--- src/rtl/utx_fifo_param_if.sv ---
// Upstream word handshake for the parametrised UART transmitter.
// Master queues words; slave (the transmitter) signals room.
interface utx_fifo_param_if #(
  parameter int DATA_BITS = 8
) ();
  logic                 in_valid;
  logic [DATA_BITS-1:0] in_data;
  logic                 in_ready;

  modport master (
    output in_valid,
    output in_data,
    input  in_ready
  );

  modport slave (
    input  in_valid,
    input  in_data,
    output in_ready
  );
endinterface

--- src/rtl/utx_fifo_param.sv ---
// Parametrised UART transmitter with input FIFO.
// Frames run back-to-back; per-frame parity/stop latched at load.
module utx_fifo_param #(
  parameter int CLK_DIV    = 87,
  parameter int DATA_BITS  = 8,
  parameter int FIFO_DEPTH = 4
) (
  input  logic                        clk,
  input  logic                        rst,
  utx_fifo_param_if.slave             up,
  input  logic [1:0]                  parity_mode,
  input  logic                        two_stop,
  output logic                        serialout,
  output logic                        busy,
  output logic                        done,
  output logic [$clog2(FIFO_DEPTH):0] fifo_level
);
  localparam int AW = $clog2(FIFO_DEPTH);
  localparam int CW = $clog2(CLK_DIV);
  localparam int BW = $clog2(DATA_BITS);
  localparam logic [CW-1:0] CMAX = CW'(CLK_DIV - 1);
  localparam logic [BW-1:0] BMAX = BW'(DATA_BITS - 1);
  localparam logic [AW:0]   FULL = (AW+1)'(FIFO_DEPTH);

  typedef enum logic [2:0] {
    IDLE, START, DATA, PARITY, STOP
  } st_t;

  logic [DATA_BITS-1:0] mem [FIFO_DEPTH];
  logic [AW-1:0]        wp, rp;
  logic [AW:0]          cnt_q;
  logic                 empty, full, push, pop;

  st_t                  state;
  logic [CW-1:0]        baud;
  logic [BW-1:0]        idx;
  logic                 sidx;
  logic [DATA_BITS-1:0] dat;
  logic                 par_q, pen_q, two_q;
  logic                 bit_end, stop_last, frame_end;
  logic                 line_d, fin;

  assign empty      = (cnt_q == '0);
  assign full       = (cnt_q == FULL);
  assign up.in_ready = !full;
  assign fifo_level = cnt_q;
  assign push       = up.in_valid && !full;

  assign bit_end    = (baud == CMAX);
  assign stop_last  = !two_q || sidx;
  assign frame_end  = (state == STOP) && bit_end && stop_last;
  assign pop        = !empty &&
                      ((state == IDLE) || frame_end);

  // FIFO storage; data path needs no reset
  always_ff @(posedge clk) begin
    if (push) mem[wp] <= up.in_data;
  end

  // FIFO pointers and occupancy
  always_ff @(posedge clk or posedge rst) begin
    if (rst) begin
      wp    <= '0;
      rp    <= '0;
      cnt_q <= '0;
    end else begin
      if (push) wp <= wp + 1'b1;
      if (pop)  rp <= rp + 1'b1;
      case ({push, pop})
        2'b10:   cnt_q <= cnt_q + 1'b1;
        2'b01:   cnt_q <= cnt_q - 1'b1;
        default: cnt_q <= cnt_q;
      endcase
    end
  end

  // Frame sequencer; a pop always restarts at START
  always_ff @(posedge clk or posedge rst) begin
    if (rst) begin
      state <= IDLE;
      baud  <= '0;
      idx   <= '0;
      sidx  <= 1'b0;
      dat   <= '0;
      par_q <= 1'b0;
      pen_q <= 1'b0;
      two_q <= 1'b0;
    end else if (pop) begin
      state <= START;
      baud  <= '0;
      idx   <= '0;
      sidx  <= 1'b0;
      dat   <= mem[rp];
      pen_q <= parity_mode[0] ^ parity_mode[1];
      par_q <= (^mem[rp]) ^ parity_mode[1];
      two_q <= two_stop;
    end else begin
      unique case (state)
        IDLE: baud <= '0;
        START: begin
          if (bit_end) begin
            baud  <= '0;
            idx   <= '0;
            state <= DATA;
          end else baud <= baud + 1'b1;
        end
        DATA: begin
          if (bit_end) begin
            baud <= '0;
            if (idx == BMAX) begin
              sidx  <= 1'b0;
              state <= pen_q ? PARITY : STOP;
            end else idx <= idx + 1'b1;
          end else baud <= baud + 1'b1;
        end
        PARITY: begin
          if (bit_end) begin
            baud  <= '0;
            sidx  <= 1'b0;
            state <= STOP;
          end else baud <= baud + 1'b1;
        end
        STOP: begin
          if (bit_end) begin
            baud <= '0;
            if (stop_last) state <= IDLE;
            else           sidx  <= 1'b1;
          end else baud <= baud + 1'b1;
        end
        default: state <= IDLE;
      endcase
    end
  end

  // Line level for the current bit
  always_comb begin
    line_d = 1'b1;
    unique case (1'b1)
      state == START:  line_d = 1'b0;
      state == DATA:   line_d = dat[idx];
      state == PARITY: line_d = par_q;
      default:         line_d = 1'b1;
    endcase
  end

  // Registered outputs, one clock behind the sequencer
  always_ff @(posedge clk or posedge rst) begin
    if (rst) begin
      serialout <= 1'b1;
      busy      <= 1'b0;
      fin       <= 1'b0;
      done      <= 1'b0;
    end else begin
      serialout <= line_d;
      busy      <= (state != IDLE);
      fin       <= frame_end;
      done      <= fin;
    end
  end
endmodule

--- src/flat_wrapper.sv ---
// flat-port wrapper written by rule: the top's interface ports become plain ports
module utx_fifo_param_flat 
#(
  parameter int CLK_DIV    = 87,
  parameter int DATA_BITS  = 8,
  parameter int FIFO_DEPTH = 4
)
  (clk, rst, parity_mode, two_stop, serialout, busy, done, fifo_level, up_in_valid, up_in_data, up_in_ready);
  utx_fifo_param_if #(.DATA_BITS(DATA_BITS)) up_i ();
  input  logic clk;
  input  logic rst;
  input  logic [1:0] parity_mode;
  input  logic two_stop;
  output logic serialout;
  output logic busy;
  output logic done;
  output logic [$clog2(FIFO_DEPTH):0] fifo_level;
  input wire logic [$bits(up_i.in_valid)-1:0] up_in_valid;
  input wire logic [$bits(up_i.in_data)-1:0] up_in_data;
  output wire logic [$bits(up_i.in_ready)-1:0] up_in_ready;
  assign up_i.in_valid = up_in_valid;
  assign up_i.in_data = up_in_data;
  assign up_in_ready = up_i.in_ready;
  utx_fifo_param #(.CLK_DIV(CLK_DIV), .DATA_BITS(DATA_BITS), .FIFO_DEPTH(FIFO_DEPTH)) u_core (.clk(clk), .rst(rst), .up(up_i), .parity_mode(parity_mode), .two_stop(two_stop), .serialout(serialout), .busy(busy), .done(done), .fifo_level(fifo_level));
endmodule
--- config.mk ---
export PLATFORM = sky130hd
export DESIGN_NAME = utx_fifo_param_flat
export DESIGN_NICKNAME = d
export VERILOG_FILES = /design/src/rtl/utx_fifo_param_if.sv /design/src/rtl/utx_fifo_param.sv /design/src/flat_wrapper.sv
export SDC_FILE = /design/constraint.sdc
export NUM_CORES = 1
export LEC_CHECK = 0
export CAP_MARGIN = 10
export CORE_ASPECT_RATIO = 0.75
export CORE_MARGIN = 4
export CORE_UTILIZATION = 42
export DETAILED_ROUTE_END_ITERATION = 8
export PLACE_DENSITY_LB_ADDON = 0.12
export SLEW_MARGIN = 5
export SYNTH_ARGS = -nofsm -noshare
export SYNTH_HDL_FRONTEND = slang
export SYNTH_SLANG_ARGS = --single-unit
--- constraint.sdc ---
create_clock -name clk -period 3.5 [get_ports clk]
set_clock_uncertainty 0.15 [all_clocks]
set_input_delay 0.7 -clock clk [delete_from_list [all_inputs] [get_ports clk]]
set_output_delay 0.7 -clock clk [all_outputs]
set_load 0.05 [all_outputs]
Word level (Yosys, flattened, before mapping)
Memory sizes are Yosys's and may differ from the RTL's.
Index checks and enable logic that the tools add are counted.
{"block": "totals", "register_bits": 36, "mem_bits_rw": 32, "input_bits": 14, "out_inout_bits": 7, "wordCells": 94, "mem_count": 1}
{"memory": "u_core.mem", "depth": 4, "word_bits": 8, "read_ports": 1, "rd_ports_with_merged_regs": 0, "wr": 1, "line_no": "utx_fifo_param.sv:29", "source": "logic [DATA_BITS-1:0] mem [FIFO_DEPTH];"}
{"block": "classes", "addsub": 6, "n_lt_le_gt_ge": 1, "n_eq_ne": 18, "mux": 30, "bitwise_logic": 2, "reduce_logical": 21}
{"operator": "two-way mux 3 bit", "n": 12}
{"operator": "!= test 3 x 1 -> 1 bit (second input constant)", "n": 6}
{"operator": "one-hot mux 3 bit (5 select lines)", "n": 1}
{"operator": "two-way mux 7 bit", "n": 2}
{"operator": "one-hot mux 7 bit (2 select lines)", "n": 1}
{"operator": "one-hot mux 3 bit (2 select lines)", "n": 2}
{"operator": "== test 3 bit (second input constant)", "n": 3}
{"operator": "two-way mux 1 bit", "n": 9}
{"operator": "nonzero test 3 bit", "n": 3}
{"operator": "parity 8 bit", "n": 1}
{"operator": "adder 7 x 1 -> 7 bit (second input constant)", "n": 1}
{"operator": "== test 7 bit (second input constant)", "n": 1}
{"operator": "AND reduction 7 bit", "n": 1}
{"operator": "adder 3 x 1 -> 3 bit (second input constant)", "n": 2}
{"operator": "== test 3 x 2 -> 1 bit (second input constant)", "n": 2}
{"operator": "logical NOT 3 bit", "n": 2}
{"operator": "!= test 3 x 2 -> 1 bit (second input constant)", "n": 2}
{"operator": "one-hot mux 1 bit (3 select lines)", "n": 2}
{"operator": "AND reduction 6 bit", "n": 1}
{"operator": "adder 2 x 1 -> 2 bit (second input constant)", "n": 2}
{"operator": "logical AND 1 bit", "n": 4}
{"operator": "< comparator 3 x 4 -> 1 bit (second input constant)", "n": 1}
{"operator": "AND reduction 4 bit", "n": 1}
{"operator": "nonzero test 4 bit", "n": 1}
{"operator": "11 further kinds", "n": 15}

Depth between registers and ports, before layout
{"block": "logic_depth", "word_depth": 7, "depth_mapped": 14, "depth_no_buf": 12}

Worst setup path after synthesis
Ideal clock, no wire load.
{"block": "synth_path", "kind": "flip-flop to flip-flop", "start": "reg u_core.baud[0]", "end": "reg u_core.cnt_q[2] (netlist: u_core.fifo_level[2])", "setup_time_ps": 82, "t_arrival_ps": 2675, "required_time_ps": 3268, "path_slack_ps": 593, "stages_incl_launch_ff": 15, "n_path_buf": 2, "period_less_slack_ps": 2907, "cell_sequence": "dfrtp_1 -> inv_1 -> ha_1 -> nand4bb_4 -> o31a_1 -> or2_2 -> clkbuf_1 -> inv_1 -> buf_4 -> ha_1 -> inv_1 -> fa_1 -> xor2_1 -> nor2_1 -> xor2_1"}
{"block": "synth_between", "elab_chain_cells": 7, "word_cells_on_any_way": 9, "cone_classes": "eq/ne: 3; mux: 1; reduce/logical: 5"}
{"element": "start: declaration", "line_no": "utx_fifo_param.sv:35", "source": "logic [CW-1:0] baud;"}
{"element": "start signal: assignment", "line_no": "utx_fifo_param.sv:105", "source": "end else baud <= baud + 1'b1;"}
{"element": "start signal: assignment", "line_no": "utx_fifo_param.sv:114", "source": "end else baud <= baud + 1'b1;"}
{"element": "start signal: assignment", "line_no": "utx_fifo_param.sv:121", "source": "end else baud <= baud + 1'b1;"}
{"element": "== test 7 bit (*)", "line_no": "utx_fifo_param.sv:49", "source": "assign bit_end = (baud == CMAX);"}
{"element": "logical AND 1 bit (*) (2 in a row)", "line_no": "utx_fifo_param.sv:51", "source": "assign frame_end = (state == STOP) && bit_end && stop_last;"}
{"element": "logical OR 1 bit (*)", "line_no": "utx_fifo_param.sv:53", "source": "((state == IDLE) || frame_end);"}
{"element": "logical AND 1 bit (*)", "line_no": "utx_fifo_param.sv:52", "source": "assign pop = !empty &&"}
{"element": "== test 2 x 1 -> 1 bit / == test 2 bit (equally long branches)", "line_no": "utx_fifo_param.sv:69", "source": "case ({push, pop})"}
{"element": "one-hot mux 3 bit (2 select lines) / nonzero test 2 bit (equally long branches)"}
{"element": "end signal: assignment", "line_no": "utx_fifo_param.sv:70", "source": "2'b10: cnt_q <= cnt_q + 1'b1;"}
{"element": "end signal: assignment", "line_no": "utx_fifo_param.sv:71", "source": "2'b01: cnt_q <= cnt_q - 1'b1;"}
{"element": "end signal: assignment", "line_no": "utx_fifo_param.sv:72", "source": "default: cnt_q <= cnt_q;"}
{"element": "end: declaration", "line_no": "utx_fifo_param.sv:31", "source": "logic [AW:0] cnt_q;"}
Mark *: on every way between the ends. The rest lies on a longest branch, timed or not.
A chain may end at the register's enable or synchronous reset.

Worst setup path after layout
Same ends and word-level chain as after synthesis.

==> impl_metrics.env <==
export IMPL_use_met2_pct=18.6
export IMPL_route_final_wire_length_mm=5.73
export IMPL_die_width_microns=108
export IMPL_gr_total_overflow=0
export IMPL_root_buffer="sky130_fd_sc_hd__clkbuf_8"
export IMPL_post_drt_via_cell_ratio=5.06
export IMPL_synth_largest_area_cell="sky130_fd_sc_hd__edfxtp_1"
export IMPL_grt_first_pass_wirelength_mm=9.85
export IMPL_post_route_min_period_ns=2.80
export IMPL_hold_path_class="reg2reg"
export IMPL_number_of_instances_in_the_synthesized_netlist=232
export IMPL_finalCritPeriodShare_pct=80.1
export IMPL_via_count=1843
export IMPL_floorplan_rows=27
export IMPL_max_cap_violations=0
export IMPL_gr_usage_met1_pct=22.0
export IMPL_ys_top_cells_by_area="sky130_fd_sc_hd__edfxtp_1, sky130_fd_sc_hd__dfrtp_1, sky130_fd_sc_hd__mux4_2"
export IMPL_power_density_mw_per_mm2=595
export IMPL_num_antenna_cells=0
export IMPL_dp_worst_slack_ns=0.701
export IMPL_grt_setup_unrepaired="no"
export IMPL_cp_common_cell="sky130_fd_sc_hd__inv_1"
export IMPL_flow_area_growth_from_synthesis_pct=17.7
export IMPL_netlist_area_sq_mm=0.00316
export IMPL_post_cts_resized=0
export IMPL_htree_num_levels=3
export IMPL_synth_cell_types=43
export IMPL_final_setup_worst_slack_ns=0.696
export IMPL_io_pins=21
export IMPL_total_switching_power_uw=601
export IMPL_critical_path_endpoint_type="flip-flop"
export IMPL_switching_fraction_of_total_power_pct=27.1
export IMPL_cpLargestDelayFamily="adder cells"
export IMPL_synth_net_count=256
export IMPL_most_common_layout_cells="sky130_fd_sc_hd__dfrtp_1, sky130_fd_sc_hd__edfxtp_1, sky130_fd_sc_hd__clkdlybuf4s50_1"
export IMPL_worstPathCellList="inv_1 -> ha_1 -> nand4bb_4 -> o31a_1 -> or2_2 -> inv_1 -> ha_1 -> inv_1 -> fa_1 -> xor2_1 -> nor2_1 -> xor2_1"
export IMPL_postSynthRegisterBits=68
export IMPL_worstPathRequired_ns=3.61
export IMPL_drt_wirelength_per_cell_microns=15.7
export IMPL_final_layout_size_suffix_gt1_share_pct=16.3
export IMPL_clkPwrFrac_pct=35.8
export IMPL_drt_pre_antenna_iters=4
export IMPL_cts_tree="yes"
export IMPL_static_leakage_power_uw=0.00146
export IMPL_num_fill_cells=640
export IMPL_report_final_setup_viol=0
export IMPL_grt_start_max_net_pins=37
export IMPL_core_area_sq_mm=0.00733
export IMPL_synth_edf_count=32
export IMPL_post_route_cell_area_sq_mm=0.00372
export IMPL_initial_antenna_violation_count=0
export IMPL_die_ar_sq_mm=0.00900
export IMPL_worstPathMaxFanout=7
export IMPL_numCtsBuffers=9
export IMPL_antenna_violating_nets_post_route=0
export IMPL_first_iter_violations=64
export IMPL_timing_setup_tns_ns=0
export IMPL_global_route_usage_total_pct=14.3
export IMPL_cts_clk_slew_worst_paths_ns=0.08
export IMPL_postCtsSetupBuffers=0
export IMPL_vdd_drop_max_mv=0.418
export IMPL_seq_area_frac_synth_pct=58.9
export IMPL_synth_async_reset_ratio_pct=52.9
export IMPL_relSlewSlack_pct=48.7
export IMPL_comb_power_share_pct=18.8
export IMPL_grt_util_met3_pct=5.21
export IMPL_tightest_pin_transition_ns=0.766
export IMPL_cp_num_buf_inv=3
export IMPL_dpl_instance_area_sq_mm=0.00347
export IMPL_worst_setup_path_start_kind="flip-flop"
export IMPL_clk_insertion_delay_late_ns=0.34
export IMPL_slew_violations=0
export IMPL_dpl_cell_count=348
export IMPL_num_nets_final=282
export IMPL_ctsHoldBuffers=0
export IMPL_arrival_worst_endpoint_ns=2.92
export IMPL_die_h_microns=83.2
export IMPL_count_of_warnings_emitted_by_yosys=0
export IMPL_number_of_remaining_drc_errors=0
export IMPL_outcome="completed"
export IMPL_commonest_non_fill_non_tap_cell_in_the_layout="sky130_fd_sc_hd__dfrtp_1"
export IMPL_first_global_vias=1894
export IMPL_ys_dominant_reg_cell="sky130_fd_sc_hd__dfrtp_1"
export IMPL_post_synth_top_area_fraction_pct=30.4
export IMPL_clock_sinks=68
export IMPL_hpwl_mm=4.06
export IMPL_seqPwrFrac_pct=45.4
export IMPL_achievable_frequency_mhz=357
export IMPL_clk_path_buf_depth=2
export IMPL_hold_viol=0
export IMPL_gr_max_usage_layer="met1"
export IMPL_instances_no_fill=364
export IMPL_gp_routability_congestion=0.795
export IMPL_slowest_stage="sky130_fd_sc_hd__dfrtp_1"
export IMPL_worst_path_largest_cell_delay_ns=0.41
export IMPL_buffer_ports_inserted=20
export IMPL_p_int_uw=1610
export IMPL_postSynthAreaPerCell_sq_um=13.6
export IMPL_initial_core_util_pct=43.1
export IMPL_criticalPathCategory="reg2reg"
-- flip-flops by register name, summed over array words and instances, names as in the netlist --
register and cells:
u_core.fin 1, u_core.fifo_level 3, u_core.sidx 1, u_core.pen_q 1
u_core.busy 1, u_core.done 1, u_core.state 3, u_core.serialout 1
u_core.dat 8, u_core.par_q 1, u_core.rp 2, u_core.idx 3
u_core.baud 7, u_core.two_q 1, u_core.wp 2, u_core.mem 32
-- layout make-up --
| type | count | area (sq um) | area share, % |
|---|---|---|---|
| Timing Repair Buffer | 23 | 223 | 5.98 |
| Multi-Input combinational cell | 144 | 1220 | 32.7 |
| Clock inverter | 6 | 111 | 2.99 |
| Inverter | 12 | 45.0 | 1.21 |
| Tap cell | 101 | 126 | 3.39 |
| Clock buffer | 10 | 138 | 3.70 |
| Sequential cell | 68 | 1860 | 50.0 |
-- cells by family after synthesis --
| group | after synthesis | synth area share, % |
|---|---|---|
| flops | 68 | 58.9 |
| simple gates | 58 | 9.77 |
| compound gates | 36 | 7.52 |
| mux | 25 | 12.4 |
| buf+inv | 20 | 2.61 |
| xor+xnor | 15 | 4.59 |
| fa+ha+maj | 10 | 4.19 |
-- power groups by stage --
stage	logic, uW	clock network [uW]	registers (uW)
finish	416	793	1010
CTS	425	809	1010
global placement	419	0	1020
global route	461	853	1020
detailed placement	424	0	1020
floorplan	231	0	1070
-- metal layers --
metal / routed length [microns] / share of wire (%)
met3: 260 / 4.5
met5: 0 / 0
met1: 3030 / 53
met2: 2370 / 41
met4: 72 / 1.3
-- worst paths after layout --
path                                     start                    to  slack (ns)  cells past startpoint
worst max register to register  u_core.baud[0]  u_core.fifo_level[2]        0.70                     12
worst max-delay path            u_core.baud[0]  u_core.fifo_level[2]        0.70                     12
worst min register to register      u_core.fin           u_core.done        0.21                      0
worst min-delay path                u_core.fin           u_core.done        0.21                      0
min in group asynchronous                  rst          u_core.wp[1]        0.61                      3
max in group asynchronous                  rst      u_core.serialout        2.23                      3
-- synth_stat cells (2+ instances only) --
library cell,instances
sky130_fd_sc_hd__or3_1,2
sky130_fd_sc_hd__xnor2_1,8
sky130_fd_sc_hd__nand3_1,3
sky130_fd_sc_hd__dfrtp_1,35
sky130_fd_sc_hd__nand2b_1,4
sky130_fd_sc_hd__o21bai_1,2
sky130_fd_sc_hd__o31ai_1,2
sky130_fd_sc_hd__buf_4,2
sky130_fd_sc_hd__mux2i_1,4
sky130_fd_sc_hd__nor3_1,3
sky130_fd_sc_hd__and3_1,6
sky130_fd_sc_hd__a31oi_1,3
sky130_fd_sc_hd__o211ai_1,2
sky130_fd_sc_hd__clkbuf_1,6
sky130_fd_sc_hd__nand2_1,19
sky130_fd_sc_hd__mux4_2,10
sky130_fd_sc_hd__a21oi_1,3
sky130_fd_sc_hd__nor2b_1,5
sky130_fd_sc_hd__inv_1,12
sky130_fd_sc_hd__a21o_1,2
sky130_fd_sc_hd__mux2_2,10
sky130_fd_sc_hd__edfxtp_1,32
sky130_fd_sc_hd__nor2_1,11
sky130_fd_sc_hd__o21ai_0,14
sky130_fd_sc_hd__ha_1,9
sky130_fd_sc_hd__xor2_1,6
-- through the flow --
stage | total power (uW) | utilization, % | hold slack, ns
4_1_cts | 2240 | 50.8 | 0.216
3_5_place_dp | 1450 | 47.4 | 0.199
2_1_floorplan | 1300 | - | 0.181
3_3_place_gp | 1440 | 47.4 | 0.189
5_1_grt | 2330 | 50.8 | 0.236
6_report | 2210 | 50.8 | 0.209
(Power assumes the default switching activity.)
